===== src/rtl/rom_read_arbiter_pkg.sv =====
// Shared constants and types for the ROM read arbiter.
//   ROM_AW / ROM_DW : default ROM address / data widths
//   PORT_PIX        : owner id of the pixel renderer (high priority)
//   PORT_AUX        : owner id of the auxiliary reader
//   rom_tag_t       : {valid, owner} tag carried alongside each ROM read
package rom_read_arbiter_pkg;

   localparam int unsigned ROM_AW = 3;
   localparam int unsigned ROM_DW = 8;

   localparam logic PORT_PIX = 1'b0;
   localparam logic PORT_AUX = 1'b1;

   typedef struct packed {
      logic valid;
      logic owner;
   } rom_tag_t;

endpackage


===== src/rtl/rom_tag_pipe.sv =====
// Shift register of read tags that tracks each issued ROM read until its
// data appears on douta. Stage 0 is loaded on the edge that ends the
// grant cycle; the last stage lines up with the ROM output.
//   clk     : pixel clock
//   reset   : synchronous, active-high; drops every read in flight
//   tag_in  : tag of the read granted this cycle (valid=0 when idle)
//   tag_out : tag of the read whose data is on douta this cycle
module rom_tag_pipe
   import rom_read_arbiter_pkg::*;
#(
   parameter int unsigned DEPTH = 2
) (
   input  logic     clk,
   input  logic     reset,
   input  rom_tag_t tag_in,
   output rom_tag_t tag_out
);

   rom_tag_t stage [DEPTH];

   always_ff @(posedge clk) begin
      if (reset) begin
         for (int unsigned i = 0; i < DEPTH; i++) begin
            stage[i] <= '0;
         end
      end else begin
         stage[0] <= tag_in;
         for (int unsigned i = 1; i < DEPTH; i++) begin
            stage[i] <= stage[i-1];
         end
      end
   end

   assign tag_out = stage[DEPTH-1];

endmodule


===== src/rtl/rom_read_arbiter.sv =====
// Shares the single-port sprite/glyph ROM between the pixel renderer
// (port 0, fixed high priority) and an auxiliary reader (port 1). A
// starvation guard forces a port-1 grant after MAX_WAIT lost arbitrations.
//   clk, reset        : pixel clock, synchronous active-high reset
//   req0/addr0        : port-0 request and address (hold until gnt0)
//   gnt0              : port-0 request accepted this cycle
//   rvalid0/rdata0    : port-0 read data, one-cycle pulse per read
//   req1/addr1/gnt1/rvalid1/rdata1 : same for port 1
//   forced            : this cycle's gnt1 comes from the starvation guard
//   rom_addr          : registered address to ROM addra
//   rom_data          : ROM douta
module rom_read_arbiter
   import rom_read_arbiter_pkg::*;
#(
   parameter int unsigned AW       = ROM_AW,
   parameter int unsigned DW       = ROM_DW,
   parameter int unsigned ROM_LAT  = 1,
   parameter int unsigned MAX_WAIT = 4
) (
   input  logic          clk,
   input  logic          reset,
   input  logic          req0,
   input  logic [AW-1:0] addr0,
   output logic          gnt0,
   output logic          rvalid0,
   output logic [DW-1:0] rdata0,
   input  logic          req1,
   input  logic [AW-1:0] addr1,
   output logic          gnt1,
   output logic          rvalid1,
   output logic [DW-1:0] rdata1,
   output logic          forced,
   output logic [AW-1:0] rom_addr,
   input  logic [DW-1:0] rom_data
);

   localparam int unsigned    WCW        = $clog2(MAX_WAIT + 1);
   localparam logic [WCW-1:0] WAIT_LIMIT = WCW'(MAX_WAIT);

   logic [WCW-1:0] wait_cnt;
   logic           grant0;
   logic           grant1;
   logic           force_aux;
   rom_tag_t       tag_push;
   rom_tag_t       tag_head;

   // Grants are suppressed in the reset cycle so nothing is issued into a
   // pipeline that is being cleared on the same edge.
   always_comb begin
      grant0    = 1'b0;
      grant1    = 1'b0;
      force_aux = 1'b0;
      if (!reset) begin
         if (req1 && (wait_cnt == WAIT_LIMIT)) begin
            grant1    = 1'b1;
            force_aux = 1'b1;
         end else if (req0) begin
            grant0 = 1'b1;
         end else if (req1) begin
            grant1 = 1'b1;
         end
      end
   end

   assign gnt0   = grant0;
   assign gnt1   = grant1;
   assign forced = force_aux;

   // Counts consecutive cycles port 1 asked and lost; any gap in req1
   // (abandon) or a port-1 grant restarts the count.
   always_ff @(posedge clk) begin
      if (reset) begin
         wait_cnt <= '0;
      end else if (!req1 || grant1) begin
         wait_cnt <= '0;
      end else if (wait_cnt != WAIT_LIMIT) begin
         wait_cnt <= wait_cnt + WCW'(1);
      end
   end

   always_ff @(posedge clk) begin
      if (reset) begin
         rom_addr <= '0;
      end else if (grant0) begin
         rom_addr <= addr0;
      end else if (grant1) begin
         rom_addr <= addr1;
      end
   end

   always_comb begin
      tag_push       = '0;
      tag_push.valid = grant0 | grant1;
      tag_push.owner = grant1 ? PORT_AUX : PORT_PIX;
   end

   // One stage for the rom_addr register plus ROM_LAT for the ROM itself.
   rom_tag_pipe #(
      .DEPTH (1 + ROM_LAT)
   ) u_tag_pipe (
      .clk     (clk),
      .reset   (reset),
      .tag_in  (tag_push),
      .tag_out (tag_head)
   );

   // Returns are masked during the reset cycle as well: the pipe only
   // clears on the edge that ends it.
   assign rvalid0 = !reset && tag_head.valid && (tag_head.owner == PORT_PIX);
   assign rvalid1 = !reset && tag_head.valid && (tag_head.owner == PORT_AUX);
   assign rdata0  = rvalid0 ? rom_data : '0;
   assign rdata1  = rvalid1 ? rom_data : '0;

endmodule


===== config.mk =====
export PLATFORM = sky130hd
export DESIGN_NAME = rom_read_arbiter
export DESIGN_NICKNAME = d
export VERILOG_FILES = /design/src/rtl/rom_read_arbiter_pkg.sv /design/src/rtl/rom_tag_pipe.sv /design/src/rtl/rom_read_arbiter.sv
export SDC_FILE = /design/constraint.sdc
export NUM_CORES = 1
export LEC_CHECK = 0
export ABC_AREA = 1
export CAP_MARGIN = 20
export CORE_MARGIN = 5
export CORE_UTILIZATION = 34
export DETAILED_ROUTE_END_ITERATION = 10
export GPL_TIMING_DRIVEN = 0
export PLACE_DENSITY = 0.77
export RECOVER_POWER = 25
export SYNTH_ARGS = -nofsm -noshare
export SYNTH_HDL_FRONTEND = slang
export SYNTH_SLANG_ARGS = --single-unit

===== constraint.sdc =====
create_clock -name clk -period 1.4 [get_ports clk]
set_clock_uncertainty 0.05 [all_clocks]
set_input_delay 0.28 -clock clk [delete_from_list [all_inputs] [get_ports clk]]
set_output_delay 0.28 -clock clk [all_outputs]
set_load 0.01 [all_outputs]

* Word-level counts from Yosys, hierarchy flattened
Memory sizes are Yosys's and may differ from the RTL's. Index checks and enable logic that the tools add are counted.
Storage, ports and cells: flip-flop bits (word level) 6, logic and storage cells 38, bits in writable memories 4, input bits 18, output and inout port bits 24, memories kept 1
Operators by class: bitwise gates (word level) 4, equality and inequality tests 2, add/subtract/negate cells 1, reduce and logical (&&, ||, !) cells 9, multiplexer cells 19
Memory list:
- u_tag_pipe.stage | depth 2, bits a word 2, rd ports 2, clocked after Yosys merged registers in 0, wr ports 2, RTL line rom_tag_pipe.sv:19 | rom_tag_t stage [DEPTH];
Operators with widths (count):
- two-way mux 8 bit | 2
- two-way mux 1 bit | 13
- two-way mux 3 bit | 2
- logical AND 1 bit | 4
- two-way mux 2 bit | 2
- adder 3 x 1 -> 3 bit, second input constant | 1
- == test 3 bit, second input constant | 1
- != test 3 bit, second input constant | 1
- OR 1 bit | 3
- logical NOT 1 bit | 2
- nonzero test 2 bit | 1
- OR reduction 2 bit | 1
- logical OR 1 bit | 1
- NOT 1 bit | 1

* Longest topological paths before layout
Gate-level depths: netlist of run 1.
depth in word-level cells 6, gate-level depth with buffers 8, gate-level depth less buffers 8

* Cells and area by module
From an unflattened synthesis of run 1, not the netlist that was laid out.
Second synthesis, totals: cell total of the unflattened synthesis 96, area total of the unflattened synthesis 623.1 µm²
Modules (own cells, without submodules):
- rom_read_arbiter | cells an instance 82, sequential area each 120.1 µm², instances 1, area each 498.0 µm²
- rom_tag_pipe | cells an instance 14, sequential area each 80.1 µm², instances 1, area each 125.1 µm²

* Least setup slack after synthesis of run 1
OpenSTA, ideal clock, no wires.
kind input to output, start in reset, end out rdata0[0], buffers on the path 1, data required time 1.070 ns, path slack 0.153 ns, data arrival time 0.917 ns, stages 4, cells stage by stage buf_6 -> nor3_4 -> inv_2 -> nor2_1
Between the ends: word-level cells in the longest chain between the ends 4
RTL lines:
- start, declared | RTL line rom_read_arbiter.sv:21 | input logic reset,
- logical NOT 1 bit | RTL line rom_read_arbiter.sv:109 | assign rvalid0 = !reset && tag_head.valid && (tag_head.owner == PORT_PIX);
- logical AND 1 bit (2 in series) | RTL line rom_read_arbiter.sv:109
- net rvalid0 | RTL line rom_read_arbiter.sv:25 | output logic rvalid0,
- two-way mux 8 bit | RTL line rom_read_arbiter.sv:111 | assign rdata0 = rvalid0 ? rom_data : '0;
- end, declared | RTL line rom_read_arbiter.sv:26 | output logic [DW-1:0] rdata0,
The timed path passes the listed nets, and every way through them passes these cells.

==> results.yml, run 1 <==
run_status:
  outcome: "finished with violations"
  violations: "setup timing"
synthesis:
  synth_area_leaders: "dfxtp_1 33%, inv_1 14%, nor2_1 14%, nand2_1 6.3%, nand3_1 5.0%"
  synth_edf_count: 0
  synth_warnings: 0
  synth_cells: 92
  yosysSeqAreaShare_pct: 33.5
  synth_area_leader_cell: "dfxtp_1"
  avgSynthCellArea_um2: 6.50
  ys_types: 17
  synth-seq-cells: 10
  netlist_area_um2: 598
  synth_top_area_share_pct: 33.5
  ys.flop_type: "dfxtp_1"
  synth_nets: 112
  async_flop_share_pct: 0
finish:
  utilization_pct: 64.2
  fillerInstances: 138
  final_nets: 166
  area.growth.synth_to_final_pct: 83.3
  fin_area_um2: 1100
  instances_no_fill: 169
  n_antenna_cell: 0
  drive_gt1_share_pct: 46.5
place:
  routabilityCongestion: 0.781
  io_buffers: 40
  place_ws_ns: -0.651
  dpl_cell_area_um2: 1030
  hpwl_um: 1350
  dp.cells: 157
sta:
  tightest_slew_ns: 0.533
  layout_setup_ws_ns: -0.0826
  slew_viol_final: 0
  max_freq_ghz: 0.674
  fin_crit_sh_pct: 106
  rsz0062_at_grt: "yes"
  final-hold-violation-count: 0
  hold_slack_ns: 0.187
  setup_viol_count_final: 12
  maxSlewHeadroom_pct: 64.1
  fin_crit_ns: 1.48
  fin_tns_setup_ns: -0.806
die:
  core_um2: 1710
  die-area_um2: 2700
  die_w_um: 51.9
  die_y_um: 51.9
  num_rows: 15
  top_level_ports: 42
  start_util_pct: 35.0
global_route:
  grt_usage_pct: 13.7
  grt_max_degree: 10
  antenna_found_initial: 0
  grt_overflow_total: 0
  grt_pass1_vias: 707
  grt_pass1_wl_um: 2770
clock_network:
  cts_root_buf: "clkbuf_4"
  clkTransAtPathRegs_ns: 0.06
  max-clock-path-buffers: 2
  h-tree-depth: 1
  holdBufCountCts: 0
  insertion_delay_ns: 0.26
  cts_tree: "built"
  cts_buffers: 3
  cts_num_sinks: 10
setup_path:
  worstSetupStartpointType: "flip-flop"
  cp_data_arrival_time_ns: 1.15
  required_ns: 1.07
  end_kind: "primary output"
  cp_max_fo: 8
  worst-setup-path-type: "flip-flop to primary output"
pwr:
  power.total_uw: 671
  vdd_ir_drop_max_mv: 0.602
  powerDensity_nw_per_um2: 612
  p_leak_nw: 0.593
route:
  post_drt_wl_per_cell_um: 11.7
  routed_wl_um: 1970
  vias: 752
  dr.pass1.iters: 4
  drc: 0
  drt-initial-drc-count: 5
  ant_nets: 0
  viasPerCell: 4.45
flow_run:
  drv_cap: 0
worst_hold_path:
  hold_path.class: "input pin to flip-flop"
cell type report:
| class | count | area (µm²) | area share [%] |
|---|---|---|---|
| clock buffers | 3 | 22.5 | 2.05 |
| well taps | 25 | 31.3 | 2.85 |
| multi-input cells | 54 | 350 | 32.0 |
| flip-flops and latches | 10 | 208 | 18.9 |
| plain buffers | 1 | 11.3 | 1.03 |
| inverters | 27 | 106 | 9.70 |
| repair buffers | 49 | 367 | 33.4 |
per-layer routing:
layer / up-vias / GRT usage, % / part of all wire, %
met1: 337 / 14.1 / 40
met4: 0 / 8.30 / 1.2
li1: 373 / - / -
met5: - / 0 / 0
met2: 38 / 23.6 / 47
met3: 4 / 4.58 / 12
placed cells by master, fill, tap and decap left out, drive strengths merged:
master         Yosys  final
buf                1     29
inv               27     27
dfxtp             10     10
clkbuf             0      4
nor3               1      1
nand2             12     12
nor2              23     23
dlygate4sd2        0      6
o21ai              2      2
xnor2              1      1
clkdlybuf4s50      0     14
ha                 2      2
a21oi              5      5
nand3              8      8
kinds of logic after synthesis:
kind of cell    count (synthesis)  share of synthesized area [%]
xor+xnor                        1                           1.46
compound gates                  7                           6.48
flops                          10                           33.5
fa+ha+maj                       2                           4.18
simple gates                   44                           35.1
buf+inv                        28                           19.2
repair_timing:
item | 4_1_cts | 5_1_grt
resized for setup | 100 | 15
setup buffers | 4 | 5
setup endpoints to repair | 24 | 16
pin swaps | 5 | 5
where the power goes:
group | internal (mW) | switching (mW)
logic | 0.0871 | 0.0828
registers | 0.298 | 0.00749
clock network | 0.0993 | 0.0965
total | 0.484 | 0.187
synth_stat cells, types with 2 or more instances:
master / number
nor2_1: 22
nand3_1: 6
nand2_1: 10
inv_2: 4
ha_1: 2
inv_1: 22
a21oi_1: 5
nand2_2: 2
nand3_2: 2
dfxtp_1: 10
sequential cells by signal, indices dropped and copies added (netlist names):
name and count:
u_tag_pipe.stage 4, wait_cnt 3, rom_addr 3
worst paths after layout:
check / from / endpoint / slack, ns / cells past startpoint
max: u_tag_pipe.stage[0][2]$_SDFF_PP0_ / rdata0[2] / -0.08 / 4
min: reset / u_tag_pipe.stage[0][3]$_SDFF_PP0_ / 0.19 / 2
max reg2reg: wait_cnt[0]$_SDFFE_PP0P_ / wait_cnt[2]$_SDFFE_PP0P_ / 0.07 / 9
min reg2reg: u_tag_pipe.stage[0][1]$_SDFF_PP0_ / u_tag_pipe.stage[0][3]$_SDFF_PP0_ / 0.35 / 2
critical path, stage by stage (launching register included):
cell	delay [ns]
dfxtp_4	0.36
nor3_4	0.21
inv_4	0.09
nor2_1	0.09
buf_2	0.14
Power figures use the tool's default switching activity.
==> run 2, diff against run 1 <==
--- a/config.mk
+++ b/config.mk
@@ -10,7 +10,7 @@
 export CORE_MARGIN = 5
 export CORE_UTILIZATION = 34
 export DETAILED_ROUTE_END_ITERATION = 10
-export GPL_TIMING_DRIVEN = 0
+export GPL_TIMING_DRIVEN = 1
 export PLACE_DENSITY = 0.77
 export RECOVER_POWER = 25
 export SYNTH_ARGS = -nofsm -noshare
==> run 2 against run 1 <==
The run still ends with setup timing left. Non-clock buffer count is 7 higher. Final area is 8.4% higher. Clock-buffer cell count is 1 higher. Combinational power is 6% higher. Largest cell class unchanged. Register-to-register slack worse by 0.03 ns. Fmax is 1.5% lower. Flip-flop and latch count stayed put. Critical path depth stayed put. Utilization is 5.4 points higher.
==> results.yml, run 2 (synthesis gave the netlist of run 1 again) <==
pwr:
  p_sw_uw: 196
  power.total_uw: 747
  powerDensity_nw_per_um2: 628
  clkPwrFrac_pct: 35.0
  comb_power_share_pct: 24.1
  pwr-share-seq_pct: 40.9
  p_leak_nw: 0.631
  vdd_ir_drop_max_mv: 0.565
  p_int_uw: 551
  swShare_pct: 26.2
setup_path:
  reg2reg_to: "rom_addr[1]$_SDFFE_PP0P_"
  path_cells: "nor3_4, inv_2, nor2_1, buf_2"
  cp_data_arrival_time_ns: 1.17
  worstSetupStartpointType: "flip-flop"
  r2r_start: "wait_cnt[0]$_SDFFE_PP0P_"
  slowest_stage: "dfxtp_4"
  critPathMaxStageDelay_ns: 0.36
  required_ns: 1.07
  regToRegSetupSlack_ns: 0.04
  end_kind: "primary output"
  cp_max_fo: 8
  worst-setup-path-type: "flip-flop to primary output"
  r2r_cells: 10
worst_hold_path:
  hold_path.class: "flip-flop to flip-flop"
  worst_hold_path.num_cells: 2
  min-delay-start: "u_tag_pipe.stage[0][0]$_SDFF_PP0_"
  holdPathEnd: "u_tag_pipe.stage[0][2]$_SDFF_PP0_"
sta:
  setup_viol_count_final: 14
  fin_tns_setup_ns: -0.974
  max_freq_ghz: 0.665
  layout_setup_ws_ns: -0.105
  fin_crit_ns: 1.50
  fin_crit_sh_pct: 107
  rsz0062_at_grt: "yes"
  tightest_slew_ns: 0.526
  final-hold-violation-count: 0
  maxSlewHeadroom_pct: 64.5
  slew_viol_final: 0
clock_network:
  cts_buffers: 3
  clkTransAtPathRegs_ns: 0.07
  cts_root_buf: "clkbuf_4"
  cts_tree: "built"
  holdBufCountCts: 0
  insertion_delay_ns: 0.27
  max-clock-path-buffers: 2
  h-tree-depth: 1
  cts_num_sinks: 10
die:
  die_y_um: 51.9
  num_rows: 15
  die-area_um2: 2700
  start_util_pct: 35.0
  core_um2: 1710
  die_w_um: 51.9
  top_level_ports: 42
run_status:
  outcome: "finished with violations"
  violations: "setup timing"
finish:
  final_nets: 173
  largestRegisters: "u_tag_pipe.stage (4), rom_addr (3), wait_cnt (3)"
  instances_no_fill: 177
  drive_gt1_share_pct: 47.4
  fillerInstances: 137
  layout_commonest_cell: "inv_1"
  n_antenna_cell: 0
  area.growth.synth_to_final_pct: 98.7
  utilization_pct: 69.6
  regArea_um2: 208
  largest-register: "u_tag_pipe.stage"
  mostFrequentLayoutCells: "18 x inv_1, 15 x nor2_1, 14 x clkdlybuf4s50_1"
  multi_input_area_um2: 350
  fin_area_um2: 1190
  largest_reg_flops: 4
route:
  drc: 0
  ant_nets: 0
  viasPerCell: 4.31
  dr.pass1.iters: 3
  drt-initial-drc-count: 4
  routed_wl_um: 1950
  vias: 762
  post_drt_wl_per_cell_um: 11.0
flow_run:
  drv_cap: 0
global_route:
  grt_max_degree: 10
  antenna_found_initial: 0
  grt_overflow_total: 0
  grt_usage_pct: 14.0
  grt_pass1_wl_um: 2820
  grt_pass1_vias: 698
place:
  dpl_cell_area_um2: 1100
  routabilityCongestion: 0.812
  dp.cells: 167
  io_buffers: 41
  hpwl_um: 1470
-- run 2: cell types whose count changed in the layout (fill, tap and decap cells not counted), moves of 2 or more --
| cell | before | now |
|---|---|---|
| buf_2 | 18 | 11 |
| clkdlybuf4s15_2 | 0 | 4 |
| nor2_1 | 12 | 15 |
| buf_4 | 9 | 12 |
| nor2_2 | 10 | 7 |
| clkbuf_2 | 1 | 5 |
| buf_6 | 2 | 5 |
| nand2_2 | 3 | 1 |
-- run 2: layout make-up --
cell class	count	share of cell area, %
tap	25	2.63
clock buffer	4	3.05
multi-input combinational	54	29.5
sequential	10	17.5
timing repair buffer	57	38.6
inverter	27	8.74
-- run 2: per-stage QoR --
step                      setup slack (ns)  hold slack, ns
after floorplan                      0.153           0.323
after global placement              -0.707           0.340
after detailed placement            -0.770           0.347
after CTS                          -0.0892           0.352
after global routing                -0.184           0.370
final                               -0.105           0.348
-- run 2: worst max path at each step --
stage	cells after the start	to	start
after global routing	5	rdata0[2]	u_tag_pipe.stage[0][3]$_SDFF_PP0_
after global placement	5	rdata0[1]	reset
after CTS	3	rdata1[6]	u_tag_pipe.stage[0][2]$_SDFF_PP0_
final	4	rdata0[0]	u_tag_pipe.stage[0][2]$_SDFF_PP0_
after detailed placement	5	rdata1[5]	reset
after floorplan	4	rdata0[0]	reset
-- run 2: timing repair --
action | 4_1_cts | 5_1_grt
resized for setup | 92 | 24
endpoints found under the setup margin | 27 | 20
pin swaps | 3 | 4
setup buffers | 2 | 4
-- run 2: layer usage --
metal / GRT usage, % / vias up / part of all wire (%)
met2: 28.5 / 39 / 49
li1: - / 387 / -
met5: 0 / - / 0
met1: 11.9 / 334 / 36
met4: 3.93 / 0 / 1.1
met3: 6.02 / 2 / 14
-- run 2: critical path, delay by kind of cell (launching register included) --
kind | cells | cell delay, ns
flip-flops | 1 | 0.36
buffers and inverters | 2 | 0.25
AND/OR/NAND/NOR | 2 | 0.29
-- run 2: power by group through the flow --
stage / sequential (mW) / clock, mW / combinational (mW)
floorplan: 0.314 / 0 / 0.0674
global placement: 0.311 / 0 / 0.172
detailed placement: 0.311 / 0 / 0.177
CTS: 0.307 / 0.266 / 0.168
global route: 0.306 / 0.286 / 0.196
finish: 0.305 / 0.262 / 0.180
==> run 3, diff against run 2 <==
==> constraint.sdc (replaced) <==
create_clock -name clk -period 1.4 [get_ports clk]
set_clock_uncertainty 0.05 [all_clocks]
set_input_delay 0.14 -clock clk [delete_from_list [all_inputs] [get_ports clk]]
set_output_delay 0.14 -clock clk [all_outputs]
set_load 0.01 [all_outputs]
==> run 3 against run 2 <==
The flow now finishes without violations. Worst setup slack improved by 0.15 ns. Via count is 2.2% lower. Wire length down 5.7%. Cell count fell by 4.0%. Flip-flop and latch count stayed put. Critical endpoint is now rom_addr[1]. Largest cell class unchanged.
==> results.yml, run 3 (synthesis gave the netlist of run 1 again) <==
route:
  post_drt_wl_per_cell_um: 10.8
  dr.pass1.iters: 4
  viasPerCell: 4.38
  drc: 0
  ant_nets: 0
  routed_wl_um: 1840
  vias: 745
  drt-initial-drc-count: 11
pwr:
  swShare_pct: 26.1
  pwr-share-seq_pct: 40.9
  comb_power_share_pct: 23.4
  clkPwrFrac_pct: 35.6
  p_leak_nw: 0.584
  p_int_uw: 552
  p_sw_uw: 195
  vdd_ir_drop_max_mv: 0.478
  powerDensity_nw_per_um2: 676
setup_path:
  cp_max_fo: 2
  crit_buf_inv: 1
  required_ns: 1.21
  path_cells: "clkdlybuf4s50_1"
  critPathMaxStageDelay_ns: 0.55
  r2r_start: "wait_cnt[1]$_SDFFE_PP0P_"
  worstSetupStartpointType: "flip-flop"
  cp_num_cells: 1
  path_delay_family: "buffers and inverters"
  end_kind: "primary output"
  cp-startpoint: "rom_addr[1]$_SDFFE_PP0P_"
  worst-setup-path-type: "flip-flop to primary output"
  r2r_cells: 8
  slowest_stage: "clkdlybuf4s50_1"
  cp_data_arrival_time_ns: 1.16
finish:
  area.growth.synth_to_final_pct: 84.7
  largest_reg_flops: 4
  n_antenna_cell: 0
  drive_gt1_share_pct: 34.5
  largestRegisters: "u_tag_pipe.stage (4), rom_addr (3), wait_cnt (3)"
  final_nets: 166
  instances_no_fill: 170
  multi_input_area_um2: 318
  mostFrequentLayoutCells: "19 x inv_1, 19 x nor2_1, 19 x clkdlybuf4s50_1"
  fillerInstances: 169
  regArea_um2: 208
  largest-register: "u_tag_pipe.stage"
place:
  routabilityCongestion: 0.809
  hpwl_um: 1470
  dp.cells: 166
  io_buffers: 41
die:
  die_y_um: 51.9
  start_util_pct: 35.0
  core_um2: 1710
  num_rows: 15
  die_w_um: 51.9
  top_level_ports: 42
  die-area_um2: 2700
worst_hold_path:
  worst_hold_path.num_cells: 2
  hold_path.class: "flip-flop to flip-flop"
  min-delay-start: "u_tag_pipe.stage[0][0]$_SDFF_PP0_"
global_route:
  grt_pass1_wl_um: 2880
  grt_max_degree: 10
  grt_usage_pct: 14.5
  antenna_found_initial: 0
  grt_pass1_vias: 697
  grt_overflow_total: 0
clock_network:
  max-clock-path-buffers: 2
  cts_tree: "built"
  cts_num_sinks: 10
  clkTransAtPathRegs_ns: 0.07
  insertion_delay_ns: 0.27
  cts_buffers: 3
  holdBufCountCts: 0
  cts_root_buf: "clkbuf_4"
  h-tree-depth: 1
sta:
  maxSlewHeadroom_pct: 67.7
  fin_tns_setup_ns: 0
  final-hold-violation-count: 0
  fin_crit_ns: 1.35
  slew_viol_final: 0
  setup_viol_count_final: 0
  fin_crit_sh_pct: 96.5
  tightest_slew_ns: 0.480
  rsz0062_at_grt: "yes"
  max_freq_ghz: 0.740
run_status:
  outcome: "completed"
flow_run:
  drv_cap: 0
## run 3: changes by cell type in the layout (fill, tap and decap cells not counted), moves of 4 or more
cell,before,now
clkdlybuf4s15_1,0,4
nor2_2,7,2
buf_6,5,1
buf_4,12,8
nor2_1,15,19
clkdlybuf4s15_2,4,0
clkdlybuf4s50_1,14,19
## run 3: cell type report
cell class,instances,area share (%)
multi-input combinational,54,28.8
tap,25,2.83
timing repair buffer,50,36.7
inverter,27,9.63
clock buffer,4,3.28
sequential,10,18.8
## run 3: power groups by stage
stage	logic [mW]	clock network [mW]	registers (mW)
detailed placement	0.177	0	0.312
floorplan	0.0674	0	0.314
global route	0.191	0.293	0.307
CTS	0.171	0.272	0.307
global placement	0.172	0	0.311
finish	0.175	0.266	0.306
## run 3: per-stage QoR
stage | cell area, µm² | setup WS [ns] | hold WS (ns) | util [%] | total power [mW]
2_1_floorplan | 598 | 0.276 | 0.183 | - | 0.382
3_3_place_gp | 1100 | -0.428 | 0.340 | 64.2 | 0.483
3_5_place_dp | 1100 | -0.494 | 0.348 | 64.2 | 0.489
4_1_cts | 1090 | 0.00755 | 0.352 | 63.7 | 0.750
5_1_grt | 1100 | -0.0626 | 0.369 | 64.7 | 0.792
6_report | 1100 | 0.0494 | 0.352 | 64.7 | 0.747
## run 3: routing by layer
| metal | track usage [%] | part of all wire (%) | vias to the layer above |
|---|---|---|---|
| met5 | 0 | 0 | - |
| met4 | 6.55 | 1.2 | 0 |
| met3 | 6.59 | 14 | 4 |
| met2 | 25.9 | 47 | 46 |
| met1 | 14.1 | 38 | 318 |
| li1 | - | - | 377 |
## run 3: timing repair
item,in CTS,in global routing
resized for setup,65,19
setup buffers,0,0
pin swaps,1,3
endpoints found under the setup margin,21,19
gates cloned,0,0
## run 3: final timing paths
path	slack, ns	end
max	0.05	rom_addr[1]
min	0.35	u_tag_pipe.stage[0][2]$_SDFF_PP0_
max reg2reg	0.10	wait_cnt[0]$_SDFFE_PP0P_
min reg2reg	0.35	u_tag_pipe.stage[0][2]$_SDFF_PP0_
